<file path="config.mk">
export PLATFORM = sky130hd
export DESIGN_NAME = lr_call_ctrl_flat
export DESIGN_NICKNAME = d
export VERILOG_FILES = /design/src/rtl/lr_call_ctrl_if.sv /design/src/rtl/lr_call_ctrl.sv /design/src/flat_wrapper.sv
export SDC_FILE = /design/constraint.sdc
export NUM_CORES = 1
export LEC_CHECK = 0
export ABC_CLOCK_PERIOD_IN_PS = 4510
export CAP_MARGIN = 0
export CORE_MARGIN = 2
export CORE_UTILIZATION = 31
export DETAILED_ROUTE_END_ITERATION = 16
export PLACE_DENSITY_LB_ADDON = 0.3
export SLEW_MARGIN = 15
export SYNTH_ARGS = -nofsm -noshare
export SYNTH_HDL_FRONTEND = slang
export SYNTH_SLANG_ARGS = --single-unit
</file>
<file path="constraint.sdc">
create_clock -name clk -period 4.51 [get_ports clk]
set_clock_uncertainty 0.05 [all_clocks]
set_input_delay 0.902 -clock clk [delete_from_list [all_inputs] [get_ports clk]]
set_output_delay 0.902 -clock clk [all_outputs]
set_load 0.05 [all_outputs]
</file>
<file path="src/rtl/lr_call_ctrl_if.sv">
// Requester-side handshake bundle for lr_call_ctrl: call/return level requests,
// completion pulses, and the return-address valid/ack channel.
interface lr_call_ctrl_if #(
    parameter int SIZE = 32
);
    logic            call_req;
    logic            ret_req;
    logic [SIZE-1:0] pc;
    logic            call_done;
    logic            ret_done;
    logic            ret_valid;
    logic [SIZE-1:0] ret_addr;
    logic            ret_ack;
    logic            ready;

    modport master (
        output call_req,
        output ret_req,
        output pc,
        output ret_ack,
        input  call_done,
        input  ret_done,
        input  ret_valid,
        input  ret_addr,
        input  ready
    );

    modport slave (
        input  call_req,
        input  ret_req,
        input  pc,
        input  ret_ack,
        output call_done,
        output ret_done,
        output ret_valid,
        output ret_addr,
        output ready
    );
endinterface

</file>
<file path="src/rtl/lr_call_ctrl.sv">
// Call/return sequencer for the link register backed by a circular hardware return stack.
// Optional macro LR_OVERFLOW_TRAP_EN: refuse calls on a full stack and pulse call_trap instead.
module lr_call_ctrl #(
    parameter int              SIZE        = 32,
    parameter int              DEPTH       = 4,
    parameter logic [SIZE-1:0] INITIAL_VAL = {SIZE{1'b0}}
) (
    input  logic                   clk,
    input  logic                   rst,
    lr_call_ctrl_if.slave          ctl,
    input  logic [SIZE-1:0]        lr_value,
    output logic                   lr_ld,
    output logic [SIZE-1:0]        lr_data,
    output logic [$clog2(DEPTH):0] depth,
    output logic                   overflow,
    output logic                   underflow
`ifdef LR_OVERFLOW_TRAP_EN
    ,
    output logic                   call_trap
`endif
);
    localparam int              PW         = $clog2(DEPTH);
    localparam int              DW         = PW + 1;
    localparam logic [PW-1:0]   PTR_ONE    = PW'(32'd1);
    localparam logic [DW-1:0]   DEPTH_ONE  = DW'(32'd1);
    localparam logic [DW-1:0]   DEPTH_FULL = DW'(DEPTH);

    typedef enum logic [2:0] {
        IDLE    = 3'd0,
        PUSH    = 3'd1,
        LOAD    = 3'd2,
        RET_OUT = 3'd3,
        POP     = 3'd4
    } state_t;

    state_t          state_r;
    logic [SIZE-1:0] stack_r [DEPTH];
    logic [PW-1:0]   wp_r;
    logic [DW-1:0]   depth_r;
    logic [SIZE-1:0] pc_r;
    logic            lr_ld_r;
    logic [SIZE-1:0] lr_data_r;
    logic            ret_valid_r;
    logic [SIZE-1:0] ret_addr_r;
    logic            call_done_r;
    logic            ret_done_r;
    logic            ready_r;
    logic            overflow_r;
    logic            underflow_r;
    logic [SIZE-1:0] top_s;
    logic            trap_full_s;
`ifdef LR_OVERFLOW_TRAP_EN
    logic            trap_r;
`endif

    // Most recently pushed entry; only consulted when depth_r is non-zero.
    assign top_s = stack_r[wp_r - PTR_ONE];

`ifdef LR_OVERFLOW_TRAP_EN
    assign trap_full_s = (depth_r == DEPTH_FULL);
`else
    assign trap_full_s = 1'b0;
`endif

    // Return-stack storage: written only while pushing, no reset needed.
    always_ff @(posedge clk) begin
        if (state_r == PUSH) begin
            stack_r[wp_r] <= lr_value;
        end
    end

    // Sequencer FSM; each output register is set on the transition into the state that owns it.
    always_ff @(posedge clk or negedge rst) begin
        if (!rst) begin
            state_r     <= IDLE;
            wp_r        <= {PW{1'b0}};
            depth_r     <= {DW{1'b0}};
            pc_r        <= {SIZE{1'b0}};
            lr_ld_r     <= 1'b0;
            lr_data_r   <= {SIZE{1'b0}};
            ret_valid_r <= 1'b0;
            ret_addr_r  <= {SIZE{1'b0}};
            call_done_r <= 1'b0;
            ret_done_r  <= 1'b0;
            ready_r     <= 1'b1;
            overflow_r  <= 1'b0;
            underflow_r <= 1'b0;
`ifdef LR_OVERFLOW_TRAP_EN
            trap_r      <= 1'b0;
`endif
        end else begin
            lr_ld_r     <= 1'b0;
            lr_data_r   <= {SIZE{1'b0}};
            call_done_r <= 1'b0;
            ret_done_r  <= 1'b0;
`ifdef LR_OVERFLOW_TRAP_EN
            trap_r      <= 1'b0;
`endif
            case (state_r)
                IDLE: begin
                    if (ctl.call_req && trap_full_s) begin
                        // Refused call: stay idle, the requester must drop call_req.
                        overflow_r <= 1'b1;
`ifdef LR_OVERFLOW_TRAP_EN
                        trap_r     <= 1'b1;
`endif
                    end else if (ctl.call_req) begin
                        pc_r    <= ctl.pc;
                        ready_r <= 1'b0;
                        state_r <= PUSH;
                    end else if (ctl.ret_req) begin
                        ret_valid_r <= 1'b1;
                        ret_addr_r  <= lr_value;
                        ready_r     <= 1'b0;
                        state_r     <= RET_OUT;
                    end else begin
                        state_r <= IDLE;
                    end
                end
                PUSH: begin
                    wp_r <= wp_r + PTR_ONE;
                    if (depth_r == DEPTH_FULL) begin
                        overflow_r <= 1'b1;
                    end else begin
                        depth_r <= depth_r + DEPTH_ONE;
                    end
                    lr_ld_r     <= 1'b1;
                    lr_data_r   <= pc_r;
                    call_done_r <= 1'b1;
                    state_r     <= LOAD;
                end
                LOAD: begin
                    ready_r <= 1'b1;
                    state_r <= IDLE;
                end
                RET_OUT: begin
                    if (ctl.ret_ack) begin
                        ret_valid_r <= 1'b0;
                        ret_addr_r  <= {SIZE{1'b0}};
                        lr_ld_r     <= 1'b1;
                        ret_done_r  <= 1'b1;
                        lr_data_r   <= (depth_r != {DW{1'b0}}) ? top_s : INITIAL_VAL;
                        state_r     <= POP;
                    end else begin
                        state_r <= RET_OUT;
                    end
                end
                POP: begin
                    if (depth_r != {DW{1'b0}}) begin
                        wp_r    <= wp_r - PTR_ONE;
                        depth_r <= depth_r - DEPTH_ONE;
                    end else begin
                        underflow_r <= 1'b1;
                    end
                    ready_r <= 1'b1;
                    state_r <= IDLE;
                end
                default: begin
                    ret_valid_r <= 1'b0;
                    ret_addr_r  <= {SIZE{1'b0}};
                    ready_r     <= 1'b1;
                    state_r     <= IDLE;
                end
            endcase
        end
    end

    assign lr_ld         = lr_ld_r;
    assign lr_data       = lr_data_r;
    assign depth         = depth_r;
    assign overflow      = overflow_r;
    assign underflow     = underflow_r;
    assign ctl.call_done = call_done_r;
    assign ctl.ret_done  = ret_done_r;
    assign ctl.ret_valid = ret_valid_r;
    assign ctl.ret_addr  = ret_addr_r;
    assign ctl.ready     = ready_r;
`ifdef LR_OVERFLOW_TRAP_EN
    assign call_trap     = trap_r;
`endif

endmodule

</file>
<file path="src/flat_wrapper.sv">
// flat-port wrapper written by rule: the top's interface ports become plain ports
module lr_call_ctrl_flat 
#(
    parameter int              SIZE        = 32,
    parameter int              DEPTH       = 4,
    parameter logic [SIZE-1:0] INITIAL_VAL = {SIZE{1'b0}}
)
  (clk, rst, lr_value, lr_ld, lr_data, depth, overflow, underflow, ctl_call_req, ctl_ret_req, ctl_pc, ctl_ret_ack, ctl_call_done, ctl_ret_done, ctl_ret_valid, ctl_ret_addr, ctl_ready);
  lr_call_ctrl_if #(.SIZE(SIZE)) ctl_i ();
  input  logic clk;
  input  logic rst;
  input  logic [SIZE-1:0] lr_value;
  output logic lr_ld;
  output logic [SIZE-1:0] lr_data;
  output logic [$clog2(DEPTH):0] depth;
  output logic overflow;
  output logic underflow;
  input wire logic [$bits(ctl_i.call_req)-1:0] ctl_call_req;
  input wire logic [$bits(ctl_i.ret_req)-1:0] ctl_ret_req;
  input wire logic [$bits(ctl_i.pc)-1:0] ctl_pc;
  input wire logic [$bits(ctl_i.ret_ack)-1:0] ctl_ret_ack;
  output wire logic [$bits(ctl_i.call_done)-1:0] ctl_call_done;
  output wire logic [$bits(ctl_i.ret_done)-1:0] ctl_ret_done;
  output wire logic [$bits(ctl_i.ret_valid)-1:0] ctl_ret_valid;
  output wire logic [$bits(ctl_i.ret_addr)-1:0] ctl_ret_addr;
  output wire logic [$bits(ctl_i.ready)-1:0] ctl_ready;
  assign ctl_i.call_req = ctl_call_req;
  assign ctl_i.ret_req = ctl_ret_req;
  assign ctl_i.pc = ctl_pc;
  assign ctl_i.ret_ack = ctl_ret_ack;
  assign ctl_call_done = ctl_i.call_done;
  assign ctl_ret_done = ctl_i.ret_done;
  assign ctl_ret_valid = ctl_i.ret_valid;
  assign ctl_ret_addr = ctl_i.ret_addr;
  assign ctl_ready = ctl_i.ready;
  lr_call_ctrl #(.SIZE(SIZE), .DEPTH(DEPTH), .INITIAL_VAL(INITIAL_VAL)) u_core (.clk(clk), .rst(rst), .ctl(ctl_i), .lr_value(lr_value), .lr_ld(lr_ld), .lr_data(lr_data), .depth(depth), .overflow(overflow), .underflow(underflow));
endmodule
</file>
; Word level (Yosys, flattened, before mapping)
; Memory sizes are Yosys's and may differ from the RTL's.
; Index checks and enable logic that the tools add are counted.
[word_totals]
reg_bits = 111
mem_bits_rw = 128
in_bits = 69
out_inout_bits = 74
word_cells = 72
mem_count = 1
[mem_list]
columns = memory, words, width, read_ports, rd_clocked_by_memory_dff, wr, line
row1 = u_core.stack_r, 4, 32, 1, 0, 1, lr_call_ctrl.sv:37  ; logic [SIZE-1:0] stack_r [DEPTH];
[op_classes]
n_addsub = 4
eq_ne = 11
muxes = 28
bitwise = 3
n_reduce_logical = 12
[op_table]
columns = cell, count
row1 = $mux W32, 5
row2 = $pmux W32 S3, 1
row3 = $pmux W32 S2, 1
row4 = $mux W3, 4
row5 = $reduce_and A2 Y1, 5
row6 = $mux W1, 9
row7 = $pmux W3 S3, 1
row8 = $ne A2 B2 Y1 const B, 4
row9 = $eq A3 B2 Y1 const B, 2
row10 = $eq A3 B3 Y1 const B, 2
row11 = $pmux W3 S2, 1
row12 = $mux W2, 2
row13 = $pmux W1 S2, 2
row14 = $pmux W2 S2, 1
row15 = $reduce_and A4 Y1, 1
row16 = $add A3 B1 Y3 const B, 1
row17 = $eq A3 B1 Y1 const B, 1
row18 = $logic_not A3 Y1, 1
row19 = $ne A3 B3 Y1 const B, 1
row20 = $not A1 Y1, 3
row21 = $pmux W1 S3, 1
row22 = $reduce_and A3 Y1, 1
row23 = $reduce_bool A3 Y1, 1
row24 = $reduce_or A3 Y1, 1
row25 = other kinds (6), 6

; Longest topological paths before layout
; An unclocked memory read counts as a cell.
[depth]
depth_word = 5
ltp_mapped = 8

; Worst setup path after synthesis
; OpenSTA, ideal clock, no wires.
[synth_path]
path_kind = register to register
from = reg u_core.wp_r[0]
to = reg u_core.lr_data_r[10] (netlist: u_core.lr_data[10])
setup_ns = 0.121
arrival_ns = 2.347
t_required_ns = 4.339
setup_slack_ns = 1.992
path_stages_with_launch = 9
synth_period_minus_slack_ns = 2.518
cell_sequence = dfrtp_1 buf_2 buf_2 inv_1 ha_1 clkbuf_1 clkbuf_1 mux4_2 a22o_1
[synth_via]
elab_chain_cells = 5
[synth_rtl]
columns = element, line
row1 = start: declaration, lr_call_ctrl.sv:38  ; logic [PW-1:0] wp_r;
row2 = start signal: assignment, lr_call_ctrl.sv:76  ; wp_r <= {PW{1'b0}};
row3 = start signal: assignment, lr_call_ctrl.sv:121  ; wp_r <= wp_r + PTR_ONE;
row4 = start signal: assignment, lr_call_ctrl.sv:150  ; wp_r <= wp_r - PTR_ONE;
row5 = $sub A2 B1 Y2, lr_call_ctrl.sv:57  ; assign top_s = stack_r[wp_r - PTR_ONE];
row6 = $mem_v2 Z4 W32, -
row7 = $mux W32, lr_call_ctrl.sv:142  ; lr_data_r <= (depth_r != {DW{1'b0}}) ? top_s : INITIAL_VAL;
row8 = $mux W32, lr_call_ctrl.sv:137  ; if (ctl.ret_ack) begin
row9 = $pmux W32 S2, lr_call_ctrl.sv:99  ; case (state_r)
row10 = end signal: assignment, lr_call_ctrl.sv:93  ; lr_data_r <= {SIZE{1'b0}};
row11 = end signal: assignment, lr_call_ctrl.sv:128  ; lr_data_r <= pc_r;
row12 = end signal: assignment, lr_call_ctrl.sv:142
row13 = end: declaration, lr_call_ctrl.sv:42  ; logic [SIZE-1:0] lr_data_r;
; Every way passes these cells.
; A chain may end at the register's enable or synchronous reset.

; Worst setup path after layout
[layout_path]
from = reg u_core.state_r[0]
to = mem u_core.stack_r[2][20] (enable)
[layout_via]
elab_chain_cells = 3
[layout_rtl]
columns = element, line
row1 = start: declaration, lr_call_ctrl.sv:36  ; state_t state_r;
row2 = start signal: assignment, lr_call_ctrl.sv:75  ; state_r <= IDLE;
row3 = start signal: assignment, lr_call_ctrl.sv:110  ; state_r <= PUSH;
row4 = start signal: assignment, lr_call_ctrl.sv:115  ; state_r <= RET_OUT;
row5 = $eq A3 B1 Y1, lr_call_ctrl.sv:67  ; if (state_r == PUSH) begin
row6 = $mux W1, lr_call_ctrl.sv:67
row7 = $mux W1 (implied by the code), lr_call_ctrl.sv:68  ; stack_r[wp_r] <= lr_value;
row8 = end: declaration, lr_call_ctrl.sv:37
; Every way passes these cells.

==> reports/metrics.csv <==
metric;value;unit
WL final;21910;um
final total power;8.887;mW
Sink Count;239;
share of layout cells above drive strength 1;0.1804;
initial core utilization;0.3172;
RSZ-0062 raised after global routing;no;
postcts setup bufs;0;
main combinational cell family by area after synthesis;multiplexers;
Hold Vio Cnt, Final;0;
Max clock buf depth;3;
Syn-to-layout area delta;29.19;%
Clock power frac;0.245;
Worst Setup End Kind;flip-flop;
Rel. slew slack;0.3187;
synth top area cells;edfxtp_1 42%, dfrtp_1 30%, mux4_2 7.9%, mux2_2 3.8%, a22o_1 3.1%;
grt ovf;0;
simple-gate share of the synthesized area;0.03608;
number of CTS-inserted buffers;27;
status;complete, no violations;
via count of the first global-routing pass;5484;
ys async rst share;0.4644;
cts repair resizes;0;
GRT Overall Usage;0.1401;
Seq pwr share;0.378;
wire per inst;20.35;um
Synth Area in Compound Gates;0.07571;
Post-Synth XOR/XNOR Area;0.001913;
DRC;0;
library cells used by synthesis;44;
ys flop type;edfxtp_1;
# rows;62;
Setup Viol. Count Final;0;
1st-pass router iterations;4;
Core Box Area;28860;um^2
critical path type;flip-flop to flip-flop;
Net Sw Frac;0.3694;
Worst Setup Start Kind;flip-flop;
maximum clock frequency;332.2;MHz
# nets final;746;
# IOs;143;
Syn Inst Count;536;
leakage power;4.367;nW
synthesized-area fraction occupied by adder cells;0.007653;
DIE AREA;30920;um^2
Worst Hold Class;flip-flop to flip-flop;
post-synth top area share;0.4198;
count of flip-flops with a built-in enable after synthesis;128;
worst hold slack;415.3;ps
worst skew pair latency;530;ps
Vias/cell;4.727;
antenna cells;0;
fin. max-slew vios;0;
combinational fraction of design power;0.377;
CTS root buf;clkbuf_16;
mux contribution to synthesized area;0.1193;
vias post-DR;5091;
die width;175.9;um
Placed Cells incl. Taps;1027;
setup TNS;0;ps
cell taking the most area after synthesis;edfxtp_1;
pwr/cell area;751.4;nW/um^2
initial drt markers;241;
Ys Warns;0;
Syn Area/Cell;17.08;um^2
Psw;3.283;mW
mapped cell area;9155;um^2
clock period minus worst slack;3011;ps
TritonCTS clock tree;yes;
Post-DRT Antenna Nets;0;
Worst Max-Slew Pin Slew;1022;ps
IO Port Bufs;142;
WP data required;4600;ps
first-pass GRT wire length;32860;um
largest net degree at the start of global routing;112;
Die H;175.9;um
Int Pwr;5.604;mW
Hold-fix buffers, CTS;0;
H-tree depth;1;
CP arrival;3110;ps
synthesis-stage register bit count;239;
Seq/Total Area, Yosys;0.7234;
gpl congestion;0.7647;
DP HPWL;12980;um
max-cap violations;0;
CP max FO;45;
Final Cycle Share;0.6676;
maximum VDD drop;0.3549;mV
number of antenna violations at the first check in global routing;0;
Post-Syn Nets;610;
Reg clk slew, reported paths;60;ps
post-route insts no fill;1077;
-- cell usage in the layout, fill, tap and decap left out, types with 2 or more instances in the layout --
cell,n
o211ai_1,3
and2_2,6
ha_1,3
bufinv_16,4
nor3_4,2
nor3_1,3
buf_4,3
mux4_2,32
dfrtp_1,109
clkinv_1,10
nand3_1,33
o31ai_1,32
inv_1,39
o21a_1,3
edfxtp_1,128
a31o_2,2
clkdlybuf4s50_1,141
a211oi_1,2
nor2_1,6
mux2_1,2
clkinv_2,6
a22o_1,32
clkinvlp_4,2
nand2_1,3
xnor2_1,2
mux2_2,31
a21oi_1,2
clkbuf_16,27
-- worst paths after layout --
kind / from / end / depth (start not counted) / slack [ps]
setup reg to reg: u_core.state_r[0]$_DFF_PN0_ / u_core.stack_r[2][20]$_DFFE_PP_ / 3 / 1500
min in group asynchronous: rst / u_core.pc_r[17]$_DFFE_PN0P_ / 1 / 460
hold reg to reg: u_core.underflow$_DFFE_PN0P_ / u_core.underflow$_DFFE_PN0P_ / 1 / 420
max in group asynchronous: rst / u_core.wp_r[0]$_DFFE_PN0P_ / 1 / 3230
setup / recovery: u_core.state_r[0]$_DFF_PN0_ / u_core.stack_r[2][20]$_DFFE_PP_ / 3 / 1500
hold / removal: u_core.underflow$_DFFE_PN0P_ / u_core.underflow$_DFFE_PN0P_ / 1 / 420
-- power groups by stage --
stage | Clock [mW] | Sequential [mW] | Combinational [mW]
after CTS | 2.24 | 3.38 | 3.40
after detailed placement | 0 | 3.42 | 3.39
after global placement | 0 | 3.39 | 3.32
final | 2.18 | 3.36 | 3.35
after floorplan | 0 | 4.12 | 1.51
after global routing | 2.32 | 3.44 | 3.54
-- per-stage QoR --
step / util / worst slack (ps) / instance area [um^2]
after global routing: 0.4099 / 1324 / 11830
after detailed placement: 0.3791 / 1427 / 10940
final: 0.4099 / 1499 / 11830
after CTS: 0.4098 / 1403 / 11830
after floorplan: - / 1992 / 9155
after global placement: 0.3791 / 1521 / 10940
-- registers in the layout, indices dropped and copies added, names as in the netlist, 2 cells and up --
| name | count |
|---|---|
| u_core.stack_r | 128 |
| u_core.state_r | 3 |
| u_core.wp_r | 2 |
| u_core.lr_data | 32 |
| u_core.pc_r | 32 |
| u_core.ctl.ret_addr | 32 |
| u_core.depth | 3 |
-- cell usage after synthesis (2+ instances only) --
| library cell | instances |
|---|---|
| edfxtp_1 | 128 |
| dfrtp_1 | 110 |
| inv_1 | 39 |
| nand3_1 | 33 |
| a22o_1 | 32 |
| mux4_2 | 32 |
| o31ai_1 | 32 |
| mux2_2 | 31 |
| clkbuf_1 | 16 |
| buf_2 | 13 |
| and2_1 | 6 |
| nor2_1 | 6 |
| buf_4 | 5 |
| buf_1 | 4 |
| ha_1 | 4 |
| nand2_1 | 4 |
| nor3_1 | 3 |
| o211ai_1 | 3 |
| o21a_1 | 3 |
| a211oi_1 | 2 |
| a21oi_1 | 2 |
| a31o_2 | 2 |
| mux2_1 | 2 |
| nor2b_1 | 2 |
| nor3_2 | 2 |
| xnor2_1 | 2 |
-- logic make-up after synthesis --
kind of cell	after synthesis
DFF	239
adders and majority gates	5
xor gates and xnor gates	2
buffers and inverters	78
muxes	65
AOI/OAI and AO/OA	86
and+or+nand+nor	61
-- final cells by class --
| cell class | count | area, um^2 |
|---|---|---|
| inverter | 40 | 151.4 |
| fill | 2611 | 17030 |
| timing repair buffer | 145 | 1448 |
| tap | 384 | 480.5 |
| clock buffer | 28 | 679.4 |
| multi-input combinational | 219 | 2236 |
| clock inverter | 22 | 206.4 |
| sequential | 239 | 6626 |
-- critical path: stages, from the launching register on --
cell and delay, ps:
dfrtp_1 590, or3b_4 470, clkinv_2 530, and2_2 940
-- layer usage --
layer / part of all wire / track usage / routed length [um] / vias up
li1: - / - / - / 2311
met1: 0.42 / 0.1866 / 9278 / 2587
met2: 0.48 / 0.2333 / 10550 / 162
met3: 0.079 / 0.03182 / 1726 / 31
met4: 0.016 / 0.03478 / 359 / 0
met5: 0 / 0 / 0 / -
Power figures use the tool's default switching activity.
